[config.mk]
export PLATFORM = sky130hd
export DESIGN_NAME = parking_gate_sequencer
export DESIGN_NICKNAME = d
export VERILOG_FILES = /design/src/rtl/parking_gate_sequencer.sv
export SDC_FILE = /design/constraint.sdc
export NUM_CORES = 1
export LEC_CHECK = 0
export CAP_MARGIN = 5
export CORE_ASPECT_RATIO = 0.75
export CORE_MARGIN = 8
export CORE_UTILIZATION = 54
export CTS_CLUSTER_SIZE = 40
export DETAILED_ROUTE_END_ITERATION = 8
export GPL_ROUTABILITY_DRIVEN = 0
export HOLD_SLACK_MARGIN = 0.02
export PLACE_DENSITY_LB_ADDON = 0.25
export SYNTH_ARGS = -nofsm -noshare
export SYNTH_HDL_FRONTEND = slang
export SYNTH_SLANG_ARGS = --single-unit
export TNS_END_PERCENT = 50
[constraint.sdc]
create_clock -name clk -period 3.25 [get_ports clk]
set_clock_uncertainty 0.15 [all_clocks]
set_input_delay 0.4875 -clock clk [delete_from_list [all_inputs] [get_ports clk]]
set_output_delay 0.4875 -clock clk [all_outputs]
set_load 0.01 [all_outputs]
[src/rtl/parking_gate_sequencer.sv]
// Purpose: debounce entry/exit lane sensors, admit or reject entries, and emit non-overlapping counter event pulses plus hour of day.
// Latency: raw sensor rise to event pulse is 2 sync + DEBOUNCE_CYCLES + 2 cycles (slot load, IDLE decision), then a 1-cycle SETUP.
// Backpressure: each lane holds one pending event while the sequencer is busy; further events on a full slot are dropped and counted.
module parking_gate_sequencer #(
    parameter int TICKS_PER_HOUR  = 1000,
    parameter int DEBOUNCE_CYCLES = 4,
    parameter int PULSE_CYCLES    = 2,
    parameter int GAP_CYCLES      = 2,
    parameter int OPEN_HOUR       = 8
) (
    input  logic       clk,
    input  logic       rst_n,
    input  logic       entry_sensor,
    input  logic       entry_is_uni,
    input  logic       exit_sensor,
    input  logic       exit_is_uni,
    input  logic       uni_is_vacated_space,
    input  logic       is_vacated_space,
    output logic       car_entered,
    output logic       is_uni_car_entered,
    output logic       car_exited,
    output logic       is_uni_car_exited,
    output logic [5:0] hour,
    output logic       entry_gate_open,
    output logic       exit_gate_open,
    output logic       entry_rejected,
    output logic [7:0] dropped_events
);

    localparam int TW         = $clog2(TICKS_PER_HOUR);
    localparam int DW         = $clog2(DEBOUNCE_CYCLES + 1);
    localparam int PMAX       = (PULSE_CYCLES > GAP_CYCLES) ? PULSE_CYCLES : GAP_CYCLES;
    localparam int PW         = $clog2(PMAX + 1);
    localparam int LANE_ENTRY = 0;
    localparam int LANE_EXIT  = 1;

    typedef enum logic [1:0] {IDLE, SETUP, PULSE, GAP} state_t;

    typedef struct packed {
        logic vld;
        logic is_uni;
    } slot_t;

    logic [1:0]         raw_sens, raw_cls;
    logic [1:0]         sens_s1, sens_s2, cls_s1, cls_s2;
    logic [1:0][DW-1:0] db_cnt;
    logic [1:0]         db_done;
    logic [1:0]         lane_evt;
    slot_t [1:0]        slot;
    logic [1:0]         slot_clr;
    logic [1:0]         drop;
    logic [8:0]         drop_sum;
    logic [TW-1:0]      tick;
    state_t             state, nxt_state;
    logic [PW-1:0]      phase_cnt;
    logic               cur_exit;
    logic               take_exit, take_entry, reject, entry_ok;

    assign raw_sens = {exit_sensor, entry_sensor};
    assign raw_cls  = {exit_is_uni, entry_is_uni};

    // Two-flop synchronisers for the asynchronous lane inputs.
    always_ff @(posedge clk or negedge rst_n) begin
        if (!rst_n) begin
            sens_s1 <= '0;
            sens_s2 <= '0;
            cls_s1  <= '0;
            cls_s2  <= '0;
        end else begin
            sens_s1 <= raw_sens;
            sens_s2 <= sens_s1;
            cls_s1  <= raw_cls;
            cls_s2  <= cls_s1;
        end
    end

    // One event per lane on the DEBOUNCE_CYCLES-th consecutive high sample.
    always_comb begin
        lane_evt = '0;
        for (int i = 0; i < 2; i++) begin
            lane_evt[i] = sens_s2[i] & ~db_done[i] & (db_cnt[i] == DW'(DEBOUNCE_CYCLES - 1));
        end
    end

    // Debounce counters; db_done blocks re-triggering until the sensor goes low.
    always_ff @(posedge clk or negedge rst_n) begin
        if (!rst_n) begin
            db_cnt  <= '0;
            db_done <= '0;
        end else begin
            for (int i = 0; i < 2; i++) begin
                if (!sens_s2[i]) begin
                    db_cnt[i]  <= '0;
                    db_done[i] <= 1'b0;
                end else if (lane_evt[i]) begin
                    db_done[i] <= 1'b1;
                end else if (!db_done[i]) begin
                    db_cnt[i] <= db_cnt[i] + DW'(1);
                end
            end
        end
    end

    // An event that finds its slot occupied is lost and counted.
    always_comb begin
        drop     = {lane_evt[1] & slot[1].vld, lane_evt[0] & slot[0].vld};
        drop_sum = {1'b0, dropped_events} + {8'b0, drop[0]} + {8'b0, drop[1]};
    end

    // Pending slots and the saturating drop counter.
    always_ff @(posedge clk or negedge rst_n) begin
        if (!rst_n) begin
            slot           <= '0;
            dropped_events <= '0;
        end else begin
            for (int i = 0; i < 2; i++) begin
                if (lane_evt[i] && !slot[i].vld) begin
                    slot[i].vld    <= 1'b1;
                    slot[i].is_uni <= cls_s2[i];
                end else if (slot_clr[i]) begin
                    slot[i].vld <= 1'b0;
                end
            end
            dropped_events <= drop_sum[8] ? 8'hFF : drop_sum[7:0];
        end
    end

    // Free-running hour-of-day clock.
    always_ff @(posedge clk or negedge rst_n) begin
        if (!rst_n) begin
            tick <= '0;
            hour <= '0;
        end else if (tick == TW'(TICKS_PER_HOUR - 1)) begin
            tick <= '0;
            hour <= (hour == 6'd23) ? 6'd0 : hour + 6'd1;
        end else begin
            tick <= tick + TW'(1);
        end
    end

    // Uni cars may overflow into the public zone; nothing enters before opening hour.
    assign entry_ok = (hour >= 6'(OPEN_HOUR)) &&
                      (slot[LANE_ENTRY].is_uni ? (uni_is_vacated_space | is_vacated_space)
                                               : is_vacated_space);

    // Next-state and slot service; exit lane wins when both slots are pending.
    always_comb begin
        nxt_state  = state;
        slot_clr   = '0;
        take_exit  = 1'b0;
        take_entry = 1'b0;
        reject     = 1'b0;
        case (state)
            IDLE: begin
                if (slot[LANE_EXIT].vld) begin
                    take_exit           = 1'b1;
                    slot_clr[LANE_EXIT] = 1'b1;
                    nxt_state           = SETUP;
                end else if (slot[LANE_ENTRY].vld) begin
                    slot_clr[LANE_ENTRY] = 1'b1;
                    if (entry_ok) begin
                        take_entry = 1'b1;
                        nxt_state  = SETUP;
                    end else begin
                        reject = 1'b1;
                    end
                end
            end
            SETUP:   nxt_state = PULSE;
            PULSE:   if (phase_cnt == PW'(PULSE_CYCLES - 1)) nxt_state = GAP;
            GAP:     if (phase_cnt == PW'(GAP_CYCLES - 1)) nxt_state = IDLE;
            default: nxt_state = IDLE;
        endcase
    end

    // State register, phase counter and latched event class bits.
    always_ff @(posedge clk or negedge rst_n) begin
        if (!rst_n) begin
            state              <= IDLE;
            phase_cnt          <= '0;
            cur_exit           <= 1'b0;
            is_uni_car_entered <= 1'b0;
            is_uni_car_exited  <= 1'b0;
            entry_rejected     <= 1'b0;
        end else begin
            state          <= nxt_state;
            entry_rejected <= reject;
            if (nxt_state != state) begin
                phase_cnt <= '0;
            end else if (state != IDLE) begin
                phase_cnt <= phase_cnt + PW'(1);
            end
            if (take_exit) begin
                cur_exit          <= 1'b1;
                is_uni_car_exited <= slot[LANE_EXIT].is_uni;
            end else if (take_entry) begin
                cur_exit           <= 1'b0;
                is_uni_car_entered <= slot[LANE_ENTRY].is_uni;
            end
        end
    end

    assign car_entered     = (state == PULSE) & ~cur_exit;
    assign car_exited      = (state == PULSE) &  cur_exit;
    assign entry_gate_open = car_entered;
    assign exit_gate_open  = car_exited;

endmodule
# ---- Yosys cells after proc, flatten, opt, wreduce, memory -nomap -nowiden
# Cells that the tools add are included.
dict set report op_classes {
  addsub 7
  n_lt_le_gt_ge 1
  eq_ne 15
  muxes 41
  bitwise_logic 13
  n_reduce_logical 14
}
# cell n
set ops {}
lappend ops {{2-to-1 mux 1 bit} 23}
lappend ops {{2-to-1 mux 3 bit} 6}
lappend ops {{2-to-1 mux 2 bit} 8}
lappend ops {{adder 10 x 1 -> 10 bit, second input constant} 1}
lappend ops {{== test 10 bit, second input constant} 1}
lappend ops {{2-to-1 mux 10 bit} 1}
lappend ops {{nonzero test 2 bit} 5}
lappend ops {{adder 8 x 1 -> 9 bit} 1}
lappend ops {{adder 9 x 1 -> 9 bit} 1}
lappend ops {{bitwise AND 1 bit} 8}
lappend ops {{2-to-1 mux 8 bit} 1}
lappend ops {{!= test 2 bit, second input constant} 4}
lappend ops {{case mux 2 bit (4 select lines)} 1}
lappend ops {{adder 3 x 1 -> 3 bit, second input constant} 2}
lappend ops {{adder 6 x 1 -> 6 bit, second input constant} 1}
lappend ops {{== test 3 x 2 -> 1 bit, second input constant} 2}
lappend ops {{== test 6 x 5 -> 1 bit, second input constant} 1}
lappend ops {{greater-or-equal comparator 6 x 4 -> 1 bit, second input constant} 1}
lappend ops {{2-to-1 mux 6 bit} 1}
lappend ops {{AND reduction 2 bit} 3}
lappend ops {{== test 2 x 1 -> 1 bit, second input constant} 2}
lappend ops {{== test 2 bit, second input constant} 2}
lappend ops {{!= test 2 x 1 -> 1 bit, second input constant} 2}
lappend ops {{NOT 1 bit} 4}
lappend ops {{other kinds (6)} 9}
dict set report word_totals {
  reg_bits 52
}

# ---- Longest topological paths before layout
# Gate-level depths: netlist of run 1.
dict set report logic_depth {
  ltp_word 9
  depth_mapped 10
}

# ---- Worst setup path after synthesis of run 1
# Ideal clock, no wire load.
dict set report synth_timing {
  path_type {register -> register}
  from {reg db_cnt[0] (netlist bit)}
  to {reg dropped_events[2]}
  t_arrival_ns 2.126
  required_time_ns 2.971
  path_slack_ns 0.844
  path_stages_with_launch 10
  n_path_buf 1
  path_cell_list {dfrtp_1 > ha_1 > ha_1 > and4_1 > fa_1 > and4_1 > buf_2 > and3_1 > nand3_1 > o21ai_0}
}
dict set report synth_between {
  elab_chain_cells 6
}
# element line
set synth_rtl {}
lappend synth_rtl {{start: declaration} 46} ;# logic [1:0][DW-1:0] db_cnt;
lappend synth_rtl {{start signal: indexed assignment} 98} ;# db_cnt[i] <= db_cnt[i] + DW'(1);
lappend synth_rtl {{== test 3 x 2 -> 1 bit} 81} ;# lane_evt[i] = sens_s2[i] & ~db_done[i] & (db_cnt[i] == DW'(DEBOUNCE_CYCLES - 1));
lappend synth_rtl {{bitwise AND 1 bit} 81}
lappend synth_rtl {{bitwise AND 1 bit} 106} ;# drop = {lane_evt[1] & slot[1].vld, lane_evt[0] & slot[0].vld};
lappend synth_rtl {{adder 8 x 1 -> 9 bit} 107} ;# drop_sum = {1'b0, dropped_events} + {8'b0, drop[0]} + {8'b0, drop[1]};
lappend synth_rtl {{adder 9 x 1 -> 9 bit} 107}
lappend synth_rtl {{2-to-1 mux 8 bit} 124} ;# dropped_events <= drop_sum[8] ? 8'hFF : drop_sum[7:0];
lappend synth_rtl {{end signal: assignment} 124}
lappend synth_rtl {{end: declaration} 27} ;# output logic [7:0] dropped_events
# Every way passes these cells.
# A chain may end at the register's enable or synchronous reset.

# ---- Worst setup path in the final report of run 1
# Ends and elaborated chain as after synthesis.

==> metrics.md, run 1 <==
| Metric | Value |
|---|---|
| Status | `finished clean` |
| WL final | `3.76 mm` |
| Root Buffer | `clkbuf_8` |
| Total grt overflow | `0` |
| Synth area leaders | `dfrtp_1 (57%), ha_1 (4.4%), nand2_1 (2.8%)` |
| Yosys top cell area share | `56.9%` |
| Max Cap Viol | `0` |
| Worst VDD drop | `0.000346 V` |
| CTS Hold Bufs | `0` |
| Wire per inst | `approximately 13 µm` |
| CORE AREA | `4050 µm²` |
| Netlist cell types | `42` |
| P_leak | `1.29 nW` |
| Post-layout nets | `roughly 250` |
| PostCTS Resize Cnt | `0` |
| Largest net degree at the start of global routing | `37` |
| Top Ports | `29` |
| GRT Total Usage | `12.7%` |
| EDFF count, synth | `0` |
| Residual DRC | `0` |
| 1st-pass router iterations | `4` |
| Synth Area per Inst | `11.6 µm²` |
| Die Wd | `about 90 µm` |
| Main synth FF type | `dfrtp_1` |
| First-pass GRT wire length | `6.73 mm` |
| Clock Pin Slew Worst Setup and Hold Paths | `90 ps` |
| Depth of the CTS H-tree | `2` |
| Die area | `6590 µm²` |
| Worst r2r dst | `dropped_events[2]` |
| CP arrival | `2510 ps` |
| Hold WS | `111 ps` |
| Critical-path top delay cell | `fa_1` |
| Row Count | `20` |
| DR vias | `1,532` |
| RSZ-0062 raised after global routing | `no` |
| Post-synthesis net count | `214` |
| Final Cycle Share | `76.4%` |
| Crit path kind | `register to register` |
| Antenna violation net count after detailed routing | `0` |
| Setup TNS | `0 ps` |
| Initial antenna violation count | `0` |
| Synthesized cell area | `between 2000 and 2500 µm²` |
| Critical Path Source Type | `register` |
| Slowest Stage Delay on Critical Path | `430 ps` |
| Top cell type by total area after synthesis | `dfrtp_1` |
| Most frequent cells in the layout | `dfrtp_1 (52), clkdlybuf4s50_1 (27), nand2_1 (17), nor2_1 (15)` |
| Syn. warnings | `0` |
| Worst-Skew Late Latency | `about 290 ps` |
| Worst-path cell chain | `ha_1, ha_1, and4_1, fa_1, and4_1, and3_1, nand3_1, o21ai_0` |
| ANT cells | `0` |
| Max-slew violation count | `0` |
| Chip height | `between 70 and 80 µm` |
| R2R setup slack | `around 770 ps` |
| Clock Path Buffers | `2` |
| Reg-to-reg startpoint | `db_cnt[0]` |
| Worst Path Required | `about 3300 ps` |
| FF-to-FF path depth | `8` |
| Actual slew at the worst max-slew pin | `763 ps` |
| Hpwl dp | `2.77 mm` |
| Fin. Hold Viols | `0` |
| Max Clock Freq | `0.403 GHz` |
| Share of cells above drive strength 1 | `8.66%` |
| Synth Instances | `197` |
| Seq/Total Area, Yosys | `a little under three fifths` |
| DR vias/cell | `5.36` |
| Pwr Density | `between 500 and 600 nW/µm²` |
| Async set-reset flop share out of synthesis | `100%` |
| Clock buffer count from CTS | `5` |
| Initial Util | `56.4%` |
| # fillers | `333` |
| Yosys reg bits | `52` |
| DR iter-0 viols | `slightly above 70` |
| Clock Sink Count | `52` |
| Commonest non-fill, non-tap cell in the layout | `dfrtp_1` |
| PortBufs | `28` |
| Post-CTS Setup Bufs | `0` |
| Setup crit end kind | `register` |
| Final setup viols | `0` |
| CTS tree | `done` |
| Vias in the first global route | `1,500` |
| Minimum clock period | `approximately 2500 ps` |
| Worst min path class | `input pin to async pin` |
| Relative slew margins | `49.2%` |
| Layout area overhead | `18.3%` |
| CP max FO | `6` |
worst max-delay path: cells and delay by family, from the launching register on:
family	cells	cell delay [ps]
simple gates	4	870
fa+ha+maj	3	850
flops	1	400
compound gates	1	100
synthesized netlist by cell type, types with 5 or more instances:
library cell and instances:
nand2_1 17, o21ai_0 8, xor2_1 6, nand3_1 8, inv_1 7, mux2_2 5
xnor2_1 6, nor2_1 15, dfrtp_1 52, a21oi_1 7, ha_1 8
cells by family (layout without fill, tap and decap cells):
| group | Yosys count | after routing | synth area share [%] |
|---|---|---|---|
| AND/OR/NAND/NOR | 75 | 75 | 18.6 |
| flip-flops | 52 | 52 | 56.9 |
| AO/OA/AOI/OAI | 31 | 31 | 8.76 |
| XOR/XNOR | 12 | 12 | 4.60 |
| buffers and inverters | 11 | 45 | 2.52 |
| adder cells (fa/ha/maj) | 9 | 9 | 5.25 |
| multiplexers | 7 | 7 | 3.34 |
worst max path at each step:
stage	from	end	slack, ps	depth (start not counted)
final	db_cnt[0]	dropped_events[2]	770	8
after floorplan	db_cnt[0]	dropped_events[2]	840	9
after global placement	db_cnt[0]	dropped_events[3]	830	8
after global routing	db_cnt[0]	dropped_events[2]	600	8
after CTS	db_cnt[0]	dropped_events[2]	770	8
after detailed placement	db_cnt[0]	dropped_events[2]	760	8
metrics by stage:
step	total power, mW	setup WS, ps	util, %	area [µm²]	instances
2_1_floorplan	1.07	844	-	2290	197
3_3_place_gp	1.19	833	64.5	2610	278
3_5_place_dp	1.21	761	64.5	2610	278
4_1_cts	1.58	767	66.7	2700	286
5_1_grt	1.67	599	66.7	2700	286
6_report	1.55	766	66.7	2700	286
flip-flops by register name (all words and copies together), names as in the netlist, 2 cells and up:
| register | count |
|---|---|
| tick | 10 |
| dropped_events | 8 |
| db_cnt | 6 |
| hour | 6 |
| slot | 4 |
| cls_s1 | 2 |
| cls_s2 | 2 |
| db_done | 2 |
| phase_cnt | 2 |
| sens_s1 | 2 |
| sens_s2 | 2 |
| state | 2 |
cell type report:
cell class / instances / area, µm² / share of cell area [%]
Clock buffer: 8 / 90.1 / 3.33
Inverter: 7 / 26.3 / 0.972
Multi-Input combinational cell: 134 / 927 / 34.3
Sequential cell: 52 / 1300 / 48.1
Tap cell: 55 / 68.8 / 2.55
Timing Repair Buffer: 30 / 290 / 10.7
layer usage:
| layer | share of wire, % | vias up | global-route usage [%] | wire, µm |
|---|---|---|---|---|
| li1 | - | 748 | - | - |
| met4 | 0.85 | 0 | 3.25 | 32 |
| met2 | 47 | 25 | 20.8 | 1780 |
| met1 | 47 | 754 | 15.1 | 1770 |
| met5 | 0 | - | 0 | 0 |
| met3 | 4.6 | 5 | 5.15 | 172 |
report_power, final:
| part | internal, mW | leakage (nW) | switching (mW) |
|---|---|---|---|
| combinational | 0.191 | 0.580 | 0.160 |
| sequential | 0.750 | 0.668 | 0.0873 |
| clock | 0.174 | 0.0455 | 0.188 |
| total | 1.11 | 1.29 | 0.435 |
(Power assumes the default switching activity.)
==> run 2: changes to the inputs <==
==> constraint.sdc (replaced) <==
create_clock -name clk -period 2.49 [get_ports clk]
set_clock_uncertainty 0.15 [all_clocks]
set_input_delay 0.3735 -clock clk [delete_from_list [all_inputs] [get_ports clk]]
set_output_delay 0.3735 -clock clk [all_outputs]
set_load 0.01 [all_outputs]
==> run 2 against run 1 <==
  * Non-clock buffer count is 1 higher
  * Largest power group unchanged
  * Final cell count is 0.70% lower
  * Core utilization is 0.093 points lower
  * Final area is 0.14% lower
  * Maximum frequency is 3.5% higher
  * Clock power is 15% higher
  * Critical endpoint is now dropped_events[6]
  * Register-to-register slack worse by 680 ps
  * Worst setup slack worse by 680 ps
  * Die area stayed put
  * Critical path type unchanged
  * Combinational power is 34% higher
==> metrics.md, run 2 (same netlist as run 1, synthesis figures left out) <==
| Metric | Value |
|---|---|
| Status | `finished clean` |
| Row Count | `20` |
| CTS tree | `done` |
| Final cell count without fillers | `284` |
| Worst-path cell chain | `ha_1, ha_1, and4_1, fa_1, and4_1, and3_1, nor2b_1, a21oi_1` |
| CP max FO | `5` |
| Setup crit end kind | `register` |
| Max FFs per register | `10` |
| WL final | `3.84 mm` |
| Layout area overhead | `18.1%` |
| Post-CTS Setup Bufs | `0` |
| Crit path kind | `register to register` |
| Worst min path class | `input pin to async pin` |
| Hold WS | `34.0 ps` |
| DR vias | `between 1,500 and 2,000` |
| Slowest Stage Delay on Critical Path | `~420 ps` |
| Depth of the CTS H-tree | `2` |
| Biggest registers after layout | `tick x10, dropped_events x8` |
| First-pass GRT wire length | `between 6 and 7 mm` |
| Max-slew violation count | `0` |
| Chip height | `72.3 µm` |
| Worst r2r dst | `dropped_events[6]` |
| Clock Sink Count | `52` |
| Initial antenna violation count | `0` |
| RSZ-0062 raised after global routing | `no` |
| Post-layout nets | `248` |
| Critical-path top delay cell | `fa_1` |
| Inst Count DP | `279` |
| Clock buffer count from CTS | `5` |
| Multi-input gate area | `between 900 and 1000 µm²` |
| # fillers | `~330` |
| Biggest register | `tick` |
| Part of the power in registers | `55.2%` |
| FF-to-FF path depth | `8` |
| Total grt overflow | `0` |
| DR vias/cell | `approximately 5.3` |
| Residual DRC | `0` |
| Final setup viols | `0` |
| Die Wd | `just over 90 µm` |
| Fin. Hold Viols | `0` |
| Vias in the first global route | `1,472` |
| P_leak | `1.29 nW` |
| Most frequent cells in the layout | `dfrtp_1 (52), clkdlybuf4s50_1 (27), nand2_1 (17), nor2_1 (15)` |
| Worst-Skew Late Latency | `290 ps` |
| Relative slew margins | `58.3%` |
| PortBufs | `28` |
| Max Cap Viol | `0` |
| Initial Util | `56.4%` |
| Combinational share of power | `23.7%` |
| Antenna violation net count after detailed routing | `0` |
| Pwr Density | `734 nW/µm²` |
| Largest net degree at the start of global routing | `53` |
| CORE AREA | `4050 µm²` |
| Hpwl dp | `around 2.7 mm` |
| GRT Total Usage | `12.5%` |
| ANT cells | `0` |
| Worst Path Buf+Inv | `0` |
| Actual slew at the worst max-slew pin | `around 620 ps` |
| Worst VDD drop | `roughly 0.00035 V` |
| DR iter-0 viols | `between 60 and 70` |
| Critical Path Source Type | `register` |
| Clock Path Buffers | `2` |
| Reg-to-reg startpoint | `db_cnt[0]` |
| Die area | `roughly 6600 µm²` |
| R2R setup slack | `90 ps` |
| Commonest non-fill, non-tap cell in the layout | `dfrtp_1` |
| Clock Pin Slew Worst Setup and Hold Paths | `80 ps` |
| Max Clock Freq | `0.417 GHz` |
| Crit path max-delay family | `adder cells` |
| Cell Int Power | `1.42 mW` |
| Top Ports | `29` |
| Wire per inst | `13.5 µm` |
| CP arrival | `2470 ps` |
| Share of cells above drive strength 1 | `9.61%` |
| 1st-pass router iterations | `4` |
| Root Buffer | `clkbuf_8` |
| Worst Path Required | `around 2600 ps` |
| Register Area | `1300 µm²` |
| Setup TNS | `0 ps` |
| Switching share of power | `28.6%` |
| Final Cycle Share | `96.4%` |
| Clock network power share | `21.0%` |
| Sw power | `~0.57 mW` |
| Minimum clock period | `2400 ps` |
run 2: worst max path at each step:
stage                                    to       from  depth (start not counted)  slack [ps]
after floorplan           dropped_events[2]  db_cnt[0]                          9          80
after global placement    dropped_events[3]  db_cnt[0]                          8         140
after detailed placement  dropped_events[3]  db_cnt[0]                          8          70
after CTS                 dropped_events[3]  db_cnt[0]                          8          60
after global routing      dropped_events[3]  db_cnt[0]                          8          20
final                     dropped_events[6]  db_cnt[0]                          8          90
run 2: what timing repair did:
item / 4_1_cts / 5_1_grt
hold buffers: 0 / 0
gates resized for setup: 0 / 2
setup endpoints to repair: 0 / 4
endpoints found under the hold margin: 0 / 0
run 2: per-layer routing:
layer	up-vias	part of all wire (%)	wire, µm	track usage (%)
met5	-	0	0	0
met4	0	1.5	57	5.42
met3	8	4.6	178	4.54
met2	20	46	1770	19.7
met1	730	48	1840	15.3
li1	745	-	-	-
run 2: area by class of cell:
cell class                      count  area share (%)
Sequential cell                    52            48.2
Multi-Input combinational cell    134            34.7
Timing Repair Buffer               31            11.0
Clock buffer                        5            2.55
Tap cell                           55            2.55
Inverter                            7           0.973
run 2: power by group through the flow:
stage | clock network (mW) | registers [mW] | logic, mW
floorplan | 0 | 1.09 | 0.303
global placement | 0 | 1.11 | 0.458
detailed placement | 0 | 1.11 | 0.479
CTS | 0.437 | 1.09 | 0.479
global route | 0.471 | 1.11 | 0.536
finish | 0.417 | 1.10 | 0.471
run 2: worst register-to-register path, stage by stage, from the launching register on:
cell	delay, ps
dfrtp_1	400
ha_1	210
ha_1	220
and4_1	220
fa_1	420
and4_1	220
and3_1	220
nor2b_1	140
a21oi_1	140
run 2: through the flow:
stage / utilization (%) / area [µm²] / setup slack [ps] / power (mW)
after floorplan: - / 2290 / 84.4 / 1.40
after global placement: 64.7 / 2620 / 142 / 1.56
after detailed placement: 64.7 / 2620 / 66.5 / 1.59
after CTS: 66.4 / 2690 / 64.1 / 2.01
after global routing: 66.6 / 2700 / 21.2 / 2.12
final: 66.6 / 2700 / 89.3 / 1.98
